File: src/rtl/alu_issue_queue_pkg.sv
// Shared definitions for the ALU issue queue: op encodings, bubble
// instruction and the one-hot legality helper.
package alu_issue_queue_pkg;

  localparam int INSTR_W = 8;

  // Bit index of each ALU op inside the one-hot instruction word.
  typedef enum logic [2:0] {
    OP_ADD  = 3'd0,
    OP_SUB  = 3'd1,
    OP_AND  = 3'd2,
    OP_OR   = 3'd3,
    OP_XOR  = 3'd4,
    OP_NAND = 3'd5,
    OP_NOR  = 3'd6,
    OP_XNOR = 3'd7
  } alu_op_e;

  // Driven into the pipeline on empty cycles; a harmless ADD.
  localparam logic [INSTR_W-1:0] BUBBLE_INSTR = 8'b0000_0001;

  // True when exactly one bit is set: non-zero and clearing the lowest
  // set bit leaves nothing behind.
  function automatic logic is_onehot8(input logic [INSTR_W-1:0] v);
    return (v != '0) && ((v & (v - 8'd1)) == '0);
  endfunction

  // One-hot instruction word for a given op.
  function automatic logic [INSTR_W-1:0] op_to_instr(input alu_op_e op);
    return 8'b0000_0001 << op;
  endfunction

endpackage

File: src/rtl/alu_issue_queue_fifo.sv
// Synchronous FIFO with push/pop, full/empty flags and an occupancy count.
// Pushes while full and pops while empty are ignored.
module sync_fifo #(
  parameter int WIDTH = 16,
  parameter int DEPTH = 4,
  localparam int AW = $clog2(DEPTH)
) (
  input  logic             clock,
  input  logic             reset,
  input  logic             push,
  input  logic             pop,
  input  logic [WIDTH-1:0] wdata,
  output logic [WIDTH-1:0] rdata,
  output logic             full,
  output logic             empty,
  output logic [AW:0]      count
);

  localparam logic [AW:0] FULL_CNT = (AW+1)'(DEPTH);

  logic [WIDTH-1:0] mem [DEPTH];
  logic [AW-1:0]    wr_ptr;
  logic [AW-1:0]    rd_ptr;
  logic             do_push;
  logic             do_pop;

  assign full    = (count == FULL_CNT);
  assign empty   = (count == '0);
  assign do_push = push && !full;
  assign do_pop  = pop && !empty;
  assign rdata   = mem[rd_ptr];

  // Storage write; only valid slots are ever read, so contents need no init.
  // NOTE: memory arrays are left out of reset so they map onto plain RAM/regfile cells.
  always_ff @(posedge clock) begin
    if (do_push) mem[wr_ptr] <= wdata;
  end

  // Pointers and count; pointers wrap naturally because DEPTH is a power of 2.
  // NOTE: clocked state uses <= so every flop samples pre-edge values, independent of statement order.
  always_ff @(posedge clock) begin
    if (reset) begin
      wr_ptr <= '0;
      rd_ptr <= '0;
      count  <= '0;
    end else begin
      if (do_push) wr_ptr <= wr_ptr + 1'b1;
      if (do_pop)  rd_ptr <= rd_ptr + 1'b1;
      case ({do_push, do_pop})
        2'b10:   count <= count + 1'b1;
        2'b01:   count <= count - 1'b1;
        default: count <= count;
      endcase
    end
  end

endmodule

File: src/rtl/alu_issue_queue.sv
// Issue stage for the 4-bit ALU parity pipeline: buffers requests, drops
// non-one-hot instructions, issues one request or bubble per cycle and
// tracks which pipeline parity outputs belong to real requests.
module alu_issue_queue
  import alu_issue_queue_pkg::*;
#(
  parameter int DEPTH = 4,
  parameter int OP_W  = 4,
  parameter int CNT_W = 8,
  localparam int OCC_W = $clog2(DEPTH) + 1
) (
  input  logic               clock,
  input  logic               reset,
  input  logic               in_valid,
  output logic               in_ready,
  input  logic [OP_W-1:0]    in_A,
  input  logic [OP_W-1:0]    in_B,
  input  logic [INSTR_W-1:0] in_instr,
  input  logic               issue_enable,
  output logic [OP_W-1:0]    A_out,
  output logic [OP_W-1:0]    B_out,
  output logic [INSTR_W-1:0] instr_out,
  output logic               issue_valid,
  output logic               parity_valid,
  output logic               illegal_pulse,
  output logic [CNT_W-1:0]   illegal_count,
  output logic [OCC_W-1:0]   occupancy
);

  localparam int ENTRY_W = 2*OP_W + INSTR_W;

  logic [ENTRY_W-1:0] head;
  logic               fifo_full;
  logic               fifo_empty;
  logic               accept;
  logic               push;
  logic               pop;
  logic               drop;
  logic [1:0]         vshift;

  // Ready depends on stored occupancy only, so a full queue refuses a push
  // even when a pop happens on the same edge.
  assign in_ready = !fifo_full;

  // Handshake decode: legal requests are stored, illegal ones are dropped.
  // NOTE: every always_comb output gets a default first so no path can infer a latch.
  always_comb begin
    accept = 1'b0;
    push   = 1'b0;
    drop   = 1'b0;
    pop    = 1'b0;
    accept = in_valid && in_ready;
    if (accept) begin
      if (is_onehot8(in_instr)) push = 1'b1;
      else                      drop = 1'b1;
    end
    pop = !fifo_empty && issue_enable;
  end

  sync_fifo #(
    .WIDTH (ENTRY_W),
    .DEPTH (DEPTH)
  ) u_fifo (
    .clock (clock),
    .reset (reset),
    .push  (push),
    .pop   (pop),
    .wdata ({in_A, in_B, in_instr}),
    .rdata (head),
    .full  (fifo_full),
    .empty (fifo_empty),
    .count (occupancy)
  );

  // Issue registers: load the head on a pop, otherwise issue a bubble while
  // holding the previous operands.
  always_ff @(posedge clock) begin
    if (reset) begin
      A_out       <= '0;
      B_out       <= '0;
      instr_out   <= BUBBLE_INSTR;
      issue_valid <= 1'b0;
    end else if (pop) begin
      A_out       <= head[ENTRY_W-1 -: OP_W];
      B_out       <= head[INSTR_W +: OP_W];
      instr_out   <= head[INSTR_W-1:0];
      issue_valid <= 1'b1;
    end else begin
      instr_out   <= BUBBLE_INSTR;
      issue_valid <= 1'b0;
    end
  end

  // Illegal-request reporting: one-cycle pulse plus a saturating counter.
  always_ff @(posedge clock) begin
    if (reset) begin
      illegal_pulse <= 1'b0;
      illegal_count <= '0;
    end else begin
      illegal_pulse <= drop;
      if (drop && (illegal_count != '1)) illegal_count <= illegal_count + 1'b1;
    end
  end

  // Valid shift mirroring the pipeline's two register stages.
  always_ff @(posedge clock) begin
    if (reset) vshift <= 2'b00;
    else       vshift <= {vshift[0], issue_valid};
  end

  assign parity_valid = vshift[1];

endmodule
File: config.mk
export PLATFORM = sky130hd
export DESIGN_NAME = alu_issue_queue
export DESIGN_NICKNAME = d
export VERILOG_FILES = /design/src/rtl/alu_issue_queue_pkg.sv /design/src/rtl/alu_issue_queue_fifo.sv /design/src/rtl/alu_issue_queue.sv
export SDC_FILE = /design/constraint.sdc
export NUM_CORES = 1
export LEC_CHECK = 0
export CORE_MARGIN = 8
export CORE_UTILIZATION = 57
export CTS_BUF_LIST = sky130_fd_sc_hd__clkbuf_8
export DETAILED_ROUTE_END_ITERATION = 6
export GPL_TIMING_DRIVEN = 0
export PLACE_DENSITY = 0.88
export RECOVER_POWER = 50
export REMOVE_ABC_BUFFERS = 1
export SLEW_MARGIN = 20
export SYNTH_ARGS = -nofsm -noshare
export SYNTH_HDL_FRONTEND = slang
export SYNTH_HIERARCHICAL = 1
export SYNTH_SLANG_ARGS = --single-unit
File: constraint.sdc
create_clock -name clock -period 2.9 [get_ports clock]
set_input_delay 0.29 -clock clock [delete_from_list [all_inputs] [get_ports clock]]
set_output_delay 0.29 -clock clock [all_outputs]
set_load 0.01 [all_outputs]
[After elaboration in Yosys (flattened, before gate mapping)]
Memories as Yosys holds them, arrays and structs flattened. A register that Yosys moved wholly into a read port is not among the register bits.
Cells that the tools add are included.
Cells by class
  add/sub/neg operators: 6
  equality and inequality tests: 4
  multiplexer cells: 10
  bitwise gates (word level): 2
  reduce and logical (&&, ||, !) cells: 13
Operators by type and width (number)
  $add 8x1->8 const B: 1
  $and 8x8->8: 1
  $logic_not 8->1: 1
  $ne 8x8->1 const B: 1
  $reduce_bool 8->1: 1
  $sub 8x1->8 const B: 1
  $mux 1: 7
  $logic_and 1x1->1: 6
  $pmux 3 s2: 1
  $add 2x1->2 const B: 2
  $mux 2: 2
  $add 3x1->3 const B: 1
  $eq 3x3->1 const B: 1
  $logic_not 3->1: 1
  $sub 3x1->3 const B: 1
  $eq 2x1->1 const B: 1
  $eq 2x2->1 const B: 1
  $logic_not 1->1: 2
  $reduce_bool 2->1: 1
  $reduce_or 2->1: 1
  $not 1->1: 1
Storage, ports and cells
  bits in registers: 35
  bits in writable memories: 64
  input port bits: 20
  output and inout port bits: 31
  logic and storage cells: 46
  memories kept: 1
Memory list
  u_fifo.mem: words 4, width 16, read ports 1, clocked after Yosys merged registers in 1, wr ports 1, line alu_issue_queue_fifo.sv:21  | logic [WIDTH-1:0] mem [DEPTH];

[Logic depth before layout (Yosys ltp)]
Gate-level depths: netlist of run 1.
  word-level depth: 9
  gate-level depth with buffers: 13
  depth with buffers taken out: 13

[Modules after synthesis]
The synthesis of run 1 kept the hierarchy.
Modules (own cells, without submodules)
  sync_fifo: times used 1, cells each 138, area each 2821.5 µm², seq. area each 2102.0 µm²
  alu_issue_queue: times used 1, cells each 124, area each 1151.1 µm², seq. area each 560.5 µm²

[Least setup slack after synthesis of run 1]
OpenSTA, ideal clock, no wires.
  path kind: reg2reg
  start point: register u_fifo.count[2]
  end point: register u_fifo.count[2]
  library setup time: 70 ps
  data arrival time: 2403 ps
  data required time: 2830 ps
  slack: 427 ps
  stages on the path, launching flop included: 14
  path buffers: 0
  clock period less this slack: 2473 ps
  cell sequence: dfxtp_1 -> nor3b_2 -> inv_1 -> nand2_1 -> a21oi_1 -> inv_1 -> nor2_1 -> inv_1 -> ha_1 -> inv_1 -> fa_1 -> xor2_1 -> or3_1 -> a21oi_1
Between the ends
  longest elaborated chain between the ends: 7
  elaborated cells on any way between the ends: 15
  classes of those cells: add/sub (2); eq/ne (3); mux (2); reduce/logical (8)
RTL lines
  start, declared: line alu_issue_queue_fifo.sv:16  | output logic [AW:0] count
  start signal, assigned: line alu_issue_queue_fifo.sv:50  | 2'b10: count <= count + 1'b1;
  start signal, assigned: line alu_issue_queue_fifo.sv:51  | 2'b01: count <= count - 1'b1;
  start signal, assigned: line alu_issue_queue_fifo.sv:52  | default: count <= count;
  $eq 3x3->1 *: line alu_issue_queue_fifo.sv:27  | assign full = (count == FULL_CNT);
  via fifo_full: line alu_issue_queue.sv:33  | logic fifo_full;
  $logic_not 1->1 *: line alu_issue_queue.sv:43  | assign in_ready = !fifo_full;
  via in_ready: line alu_issue_queue.sv:15  | output logic in_ready,
  $logic_and 1x1->1 *: line alu_issue_queue.sv:52  | accept = in_valid && in_ready;
  $mux 1 *: line alu_issue_queue.sv:53  | if (accept) begin
  via push: line alu_issue_queue.sv:36  | logic push;
  $logic_and 1x1->1 *: line alu_issue_queue_fifo.sv:29  | assign do_push = push && !full;
  $eq 2x1->1 / $eq 2x2->1 (equally long branches): line alu_issue_queue_fifo.sv:49  | case ({do_push, do_pop})
  $pmux 3 s2 / $reduce_bool 2->1 (equally long branches)
Mark *: on every way through the listed nets, which the timed path passes. The rest lies on a longest branch.
A chain may end at the register's enable or synchronous reset.

[Worst setup path in the final report of run 1]
  start point: input in_instr[1]
  end point: register u_fifo.count[2]
Between the ends
  longest elaborated chain between the ends: 9
  elaborated cells on any way between the ends: 12
  classes of those cells: add/sub (1); eq/ne (2); mux (3); bitwise (1); reduce/logical (5)
RTL lines
  start, declared: line alu_issue_queue.sv:18  | input logic [INSTR_W-1:0] in_instr,
  $sub 8x1->8: line alu_issue_queue_pkg.sv:25  | return (v != '0) && ((v & (v - 8'd1)) == '0);
  $and 8x8->8: line alu_issue_queue_pkg.sv:25
  $logic_not 8->1: line alu_issue_queue_pkg.sv:25
  $logic_and 1x1->1 *: line alu_issue_queue_pkg.sv:25
  $mux 1 *: line alu_issue_queue.sv:54  | if (is_onehot8(in_instr)) push = 1'b1;
  $mux 1 *: line alu_issue_queue.sv:53
  via push: line alu_issue_queue.sv:36
  $logic_and 1x1->1 *: line alu_issue_queue_fifo.sv:29
  $eq 2x1->1 / $eq 2x2->1 (equally long branches): line alu_issue_queue_fifo.sv:49
  $pmux 3 s2 / $reduce_bool 2->1 (equally long branches)
Marks and branches as above.

==> flow_summary.json, run 1 <==
{
  "fp-row-count": 30,
  "pre_cts_ws_ns": -0.5702,
  "status": "finished with violations",
  "finalCritPeriodShare_pct": 93.03,
  "place_inst": 383,
  "ctsHoldBuffers": 0,
  "wire_per_inst_um": 17.92,
  "drtIter0Drc": 94,
  "grt_overflow": 0,
  "maxCapViolations": 1,
  "r2r_slack_ns": 0.24,
  "path_clk_slew_ns": 0.09,
  "synth_flop_cell": "edfxtp_1",
  "period_needed_ns": 2.698,
  "ys_ff_latch": 101,
  "worst-path-buf-inv": 4,
  "drive_gt1_share_pct": 12.85,
  "post_cts_buffers": 0,
  "grt_usage_pct": 15.10,
  "violations": "max-capacitance violations",
  "synth_most_common_cell": "edfxtp_1",
  "nFillCells": 469,
  "via_per_inst": 5.722,
  "remaining_drc_errors": 0,
  "syn_area_per_cell_sq_um": 15.16,
  "synth_fa_ha_area_share_pct": 2.394,
  "slew_headroom_pct": 0.4656,
  "cts_buffer_depth": 2,
  "cpPeakStageDelay_ns": 0.61,
  "final-setup-viol-count": 0,
  "cts_buffers": 9,
  "initial_utilization_pct": 58.80,
  "path_class": "input pin to flop",
  "multi_input_area_sq_um": 1237,
  "ys_types": 42,
  "synth_mux_area_share_pct": 11.56,
  "synth_top_area_share_pct": 48.38,
  "rsz0062_at_grt": "false",
  "crit_required_ns": 3.17,
  "max_freq_mhz": 370.6,
  "register_area_sq_um": 2663,
  "synth_cells": 262,
  "cpMostUsedCell": "inv_1",
  "max_slew.worst_pin.slew_ns": 1.493,
  "p_per_area_nw_per_um2": 532.9,
  "synthTopCellsByArea": "edfxtp_1 (48%), dfxtp_1 (19%), mux4_2 (5.7%)",
  "ioPinCount": 51,
  "yosys.area.top_type": "edfxtp_1",
  "antenna_found_initial": 0,
  "synth_commonest_cells": "edfxtp_1 (64), dfxtp_1 (37), nand2_1 (19)",
  "slowest_stage": "clkdlybuf4s50_1",
  "synth-simple-area-share_pct": 12.44,
  "grt_max_degree": 37,
  "root_buffer": "clkbuf_8",
  "hold_class": "input pin to flop",
  "clk_latency_ns": 0.36,
  "p_leak_uw": 0.001639,
  "holdWs_ns": 0.2992,
  "cts_sinks": 101,
  "io_buffers": 50,
  "finClkSkew_ns": 0.01044,
  "antenna_cells": 0,
  "die_area_sq_um": 9896,
  "synthXorXnorAreaFrac_pct": 0.6614,
  "die_w_um": 99.48,
  "fin_ws_ns": 0.2020,
  "seq_area_frac_synth_pct": 67.02,
  "drt_first_pass_iters": 4,
  "crit_family": "simple AND/OR/NAND/NOR gates",
  "fp.dieH_um": 99.48,
  "grt_pass1_wl_um": 11520,
  "nets": 341,
  "slew_violations": 0,
  "cp_max_fo": 7,
  "drt-total-wl_um": 7149,
  "p_total_uw": 2515,
  "htreeDepth": 3,
  "finalHoldViolations": 0,
  "cts_tree": "done",
  "worst_ep_arrival_time_ns": 2.96,
  "antenna_left": 0,
  "first_global_vias": 2375,
  "dpl.hpwl_um": 4746,
  "synth_compound_area_share_pct": 3.465,
  "area_delta_synth_final_pct": 18.80,
  "path_cells": "clkdlybuf4s50_1 > nor2_1 > nand4b_1 > and4_1 > a21oi_2 > inv_1 > nor2_4 > inv_1 > ha_1 > inv_1 > fa_1 > xor2_1 > or3_1 > a21oi_1",
  "coreArea_sq_um": 6756,
  "synthArstFlopShare_pct": 0,
  "stdcell_count": 399,
  "syn_area_sq_um": 3973,
  "max-vdd-ir-drop_mv": 0.2657,
  "vias": 2283,
  "setup.worst_path.start_class": "input pin",
  "cp-end-kind": "flop",
  "gp_congestion": 0.7085,
  "synth_edf_count": 64,
  "synth_top_family_by_area": "simple AND/OR/NAND/NOR gates",
  "yosys_warnings": 6
}
-- per-layer routing --
| metal | vias to the layer above | wire [um] | GRT usage (%) |
|---|---|---|---|
| met5 | - | 0 | 0 |
| met4 | 0 | 89 | 5.937 |
| met3 | 9 | 409 | 4.469 |
| met2 | 57 | 3788 | 27.32 |
| met1 | 1135 | 2860 | 16.08 |
| li1 | 1082 | - | - |
-- cells by family (layout without fill, tap and decap cells) --
group | after synthesis | after routing
buffers and inverters | 19 | 76
adders and majority gates | 7 | 7
DFF | 101 | 101
and+or+nand+nor | 85 | 85
muxes | 23 | 23
AOI/OAI and AO/OA | 24 | 24
xor gates and xnor gates | 3 | 3
-- metrics by stage --
step	cell area (sq um)	setup TNS (ns)	util, %
after CTS	4725	0	69.93
after floorplan	3913	0	-
after detailed placement	4508	-35.71	66.72
final	4720	0	69.85
after global routing	4720	0	69.85
after global placement	4513	-22.92	66.80
-- sequential cells by signal, summed over array words and instances, names as in the netlist, named ones only --
signal	flops
A_out	4
u_fifo/rd_ptr	2
illegal_count	8
issue_valid	1
u_fifo/mem	64
instr_out	8
u_fifo/wr_ptr	2
B_out	4
u_fifo/count	3
illegal_pulse	1
vshift	2
-- placed cells by master, fill, tap and decap left out, types with 7 or more instances in the layout --
cell type / n
edfxtp_1: 64
dlygate4sd3_1: 38
dfxtp_1: 37
nand2_1: 18
nor2_1: 14
a21oi_1: 14
clkbuf_8: 10
mux4_2: 10
inv_1: 9
and2_1: 9
nor2b_1: 7
clkdlybuf4s50_1: 7
-- report_power, final --
part	total, uW	internal, uW	switching [uW]
Sequential	1540	1530	5.39
Combinational	83.9	37.3	46.5
Clock	894	428	466
-- cell type report --
| class | instances | share of cell area, % |
|---|---|---|
| Clock inverter | 6 | 1.458 |
| Tap cell | 80 | 2.121 |
| Clock buffer | 10 | 2.916 |
| Multi-Input combinational cell | 142 | 26.22 |
| Timing Repair Buffer | 50 | 10.05 |
| Sequential cell | 101 | 56.42 |
| Inverter | 10 | 0.8218 |
-- final timing paths --
check                  startpoint  cells after the start                to
setup reg to reg  u_fifo/count[2]                     13   u_fifo/count[2]
hold reg to reg          B_out[2]                      2          B_out[2]
setup / recovery      in_instr[1]                     14   u_fifo/count[2]
hold / removal        in_instr[3]                      1  u_fifo/mem[2][3]
-- repair_timing --
action,4_1_cts,5_1_grt
pin swaps,1,1
cloned,0,0
endpoints found under the setup margin,66,34
resized for setup,6,7
hold endpoints to repair,0,0
Note: power is estimated with default switching activity, not from simulation.
==> run 2: changes to the inputs <==
PLACE_DENSITY = 0.9   (was 0.88)
==> run 2 against run 1 <==
The run now ends clean. Sequential share of layout area rose by 0.65 points. Clock skew up 0.0012 ns. Maximum frequency fell by 0.91%. Critical path depth decreased by 1. Critical path type is now flop to flop. Largest power group unchanged. Register-to-register slack got worse by 0.06 ns. Worst hold slack better by 0.012 ns. Clock power is 11% lower. Cell area is 1.1% lower. Core utilization is 0.80 points lower.
==> flow_summary.json, run 2 (synthesis results as in run 1) <==
{
  "antenna_found_initial": 0,
  "r2r_slack_ns": 0.18,
  "slowest_stage": "dfxtp_1",
  "area_delta_synth_final_pct": 17.45,
  "grt_usage_pct": 14.96,
  "finalHoldViolations": 0,
  "timing.rr.start": "u_fifo/count[2]",
  "grt_pass1_wl_um": 11450,
  "path_cells": "nor3b_2 > inv_1 > nand2_2 > a21oi_1 > inv_1 > nor2_2 > inv_1 > ha_1 > inv_1 > fa_1 > xor2_1 > or3_1 > a21oi_1",
  "r2r_cells": 13,
  "wire_per_inst_um": 18.04,
  "via_per_inst": 5.739,
  "post-route-util_pct": 69.06,
  "final_cell_mix": "edfxtp_1 (64), dlygate4sd3_1 (40), dfxtp_1 (37)",
  "die_w_um": 99.48,
  "setup.worst_path.start_class": "flop",
  "finalCritPeriodShare_pct": 93.89,
  "ctsHoldBuffers": 0,
  "cts_tree": "done",
  "drtIter0Drc": 105,
  "r2r-end": "u_fifo/count[2]",
  "coreArea_sq_um": 6756,
  "fin_ws_ns": 0.1772,
  "path_class": "flop to flop",
  "final-setup-viol-count": 0,
  "fin_area_sq_um": 4666,
  "stdcell_count": 399,
  "initial_utilization_pct": 58.80,
  "slew_headroom_pct": 30.65,
  "post_cts_buffers": 0,
  "hold_class": "input pin to flop",
  "p_per_area_nw_per_um2": 518.2,
  "dpl.hpwl_um": 4819,
  "worst-path-buf-inv": 4,
  "maxCapViolations": 0,
  "cts_buffer_depth": 2,
  "cts_sinks": 101,
  "holdWs_ns": 0.3109,
  "root_buffer": "clkbuf_8",
  "cp-end-kind": "flop",
  "ioPinCount": 51,
  "drive_gt1_share_pct": 12.23,
  "remaining_drc_errors": 0,
  "reg.largest.list": "u_fifo/mem x64, illegal_count x8, instr_out x8",
  "drt_first_pass_iters": 4,
  "crit_family": "simple AND/OR/NAND/NOR gates",
  "finClkSkew_ns": 0.01163,
  "top_register": "u_fifo/mem",
  "cts_buffers": 9,
  "final_common_cell": "edfxtp_1",
  "crit_end": "u_fifo/count[2]",
  "worst_ep_arrival_time_ns": 3.01,
  "slew_violations": 0,
  "drt-total-wl_um": 7198,
  "path_clk_slew_ns": 0.09,
  "die_area_sq_um": 9896,
  "grt_use_met2_pct": 25.67,
  "clk_latency_ns": 0.36,
  "path_depth": 13,
  "busiest_layer": "met2",
  "cpMostUsedCell": "inv_1",
  "status": "finished, final reports clean",
  "vias": 2290,
  "grt_max_degree": 37,
  "grt_overflow": 0,
  "cp_max_fo": 10,
  "max-vdd-ir-drop_mv": 0.2551,
  "first_global_vias": 2397,
  "p_leak_uw": 0.001624,
  "critPathLaunch": "u_fifo/count[2]",
  "nets": 341,
  "max_slew.worst_pin.slew_ns": 1.039,
  "period_needed_ns": 2.723,
  "fp.dieH_um": 99.48,
  "place_inst": 383,
  "cpPeakStageDelay_ns": 0.41,
  "io_buffers": 50,
  "grt_util_met1_pct": 16.91,
  "max_freq_mhz": 367.3,
  "hold_start": "in_instr[3]",
  "largest_register_ffs": 64,
  "antenna_left": 0,
  "htreeDepth": 3,
  "pre_cts_ws_ns": -0.3984,
  "use_met3_pct": 4.958,
  "antenna_cells": 0,
  "fp-row-count": 30,
  "crit_required_ns": 3.18,
  "gp_congestion": 0.7079,
  "placed_cell_area_sq_um": 4508
}
==> run 2: worst reg2reg max path, cell delays in order, from the launching register on <==
cell	delay, ns
dfxtp_1	0.41
nor3b_2	0.31
inv_1	0.15
nand2_2	0.19
a21oi_1	0.06
inv_1	0.10
nor2_2	0.08
inv_1	0.08
ha_1	0.18
inv_1	0.06
fa_1	0.38
xor2_1	0.16
or3_1	0.33
a21oi_1	0.15
==> run 2: layout make-up <==
cell class	count	area [sq um]
clock inverter	7	57.56
multi-input combinational	142	1212
tap	80	100.1
inverter	10	38.79
timing repair buffer	50	470.5
fill	479	2091
clock buffer	9	123.9
sequential	101	2663
==> run 2: worst min-delay path by stage <==
stage | to | cells past startpoint
after CTS | vshift[1] | 1
after detailed placement | vshift[1] | 1
after global routing | u_fifo/mem[1][3] | 1
after global placement | vshift[1] | 1
after floorplan | A_out[0] | 1
final | u_fifo/mem[1][3] | 1
==> run 2: per-stage QoR <==
step / setup TNS [ns] / power [uW]
floorplan: 0 / 1597
CTS: 0 / 2456
global route: -0.02245 / 2507
global placement: -21.31 / 1657
finish: 0 / 2418
detailed placement: -24.26 / 1661
==> run 2: metal layers <==
metal / wire [um] / share of wire (%)
met5: 0 / 0
met4: 89 / 1.2
met3: 389 / 5.4
met2: 3685 / 51
met1: 3034 / 42
==> run 2: repair_timing <==
item / CTS / global route
gates resized for setup: 3 / 5
pin swaps: 0 / 1
setup endpoints to repair: 10 / 66
==> run 2: report_power, final <==
group	total, uW	switching [uW]	internal (uW)
registers	1540	5.50	1530
logic	82.0	46.3	35.7
clock network	799	477	322
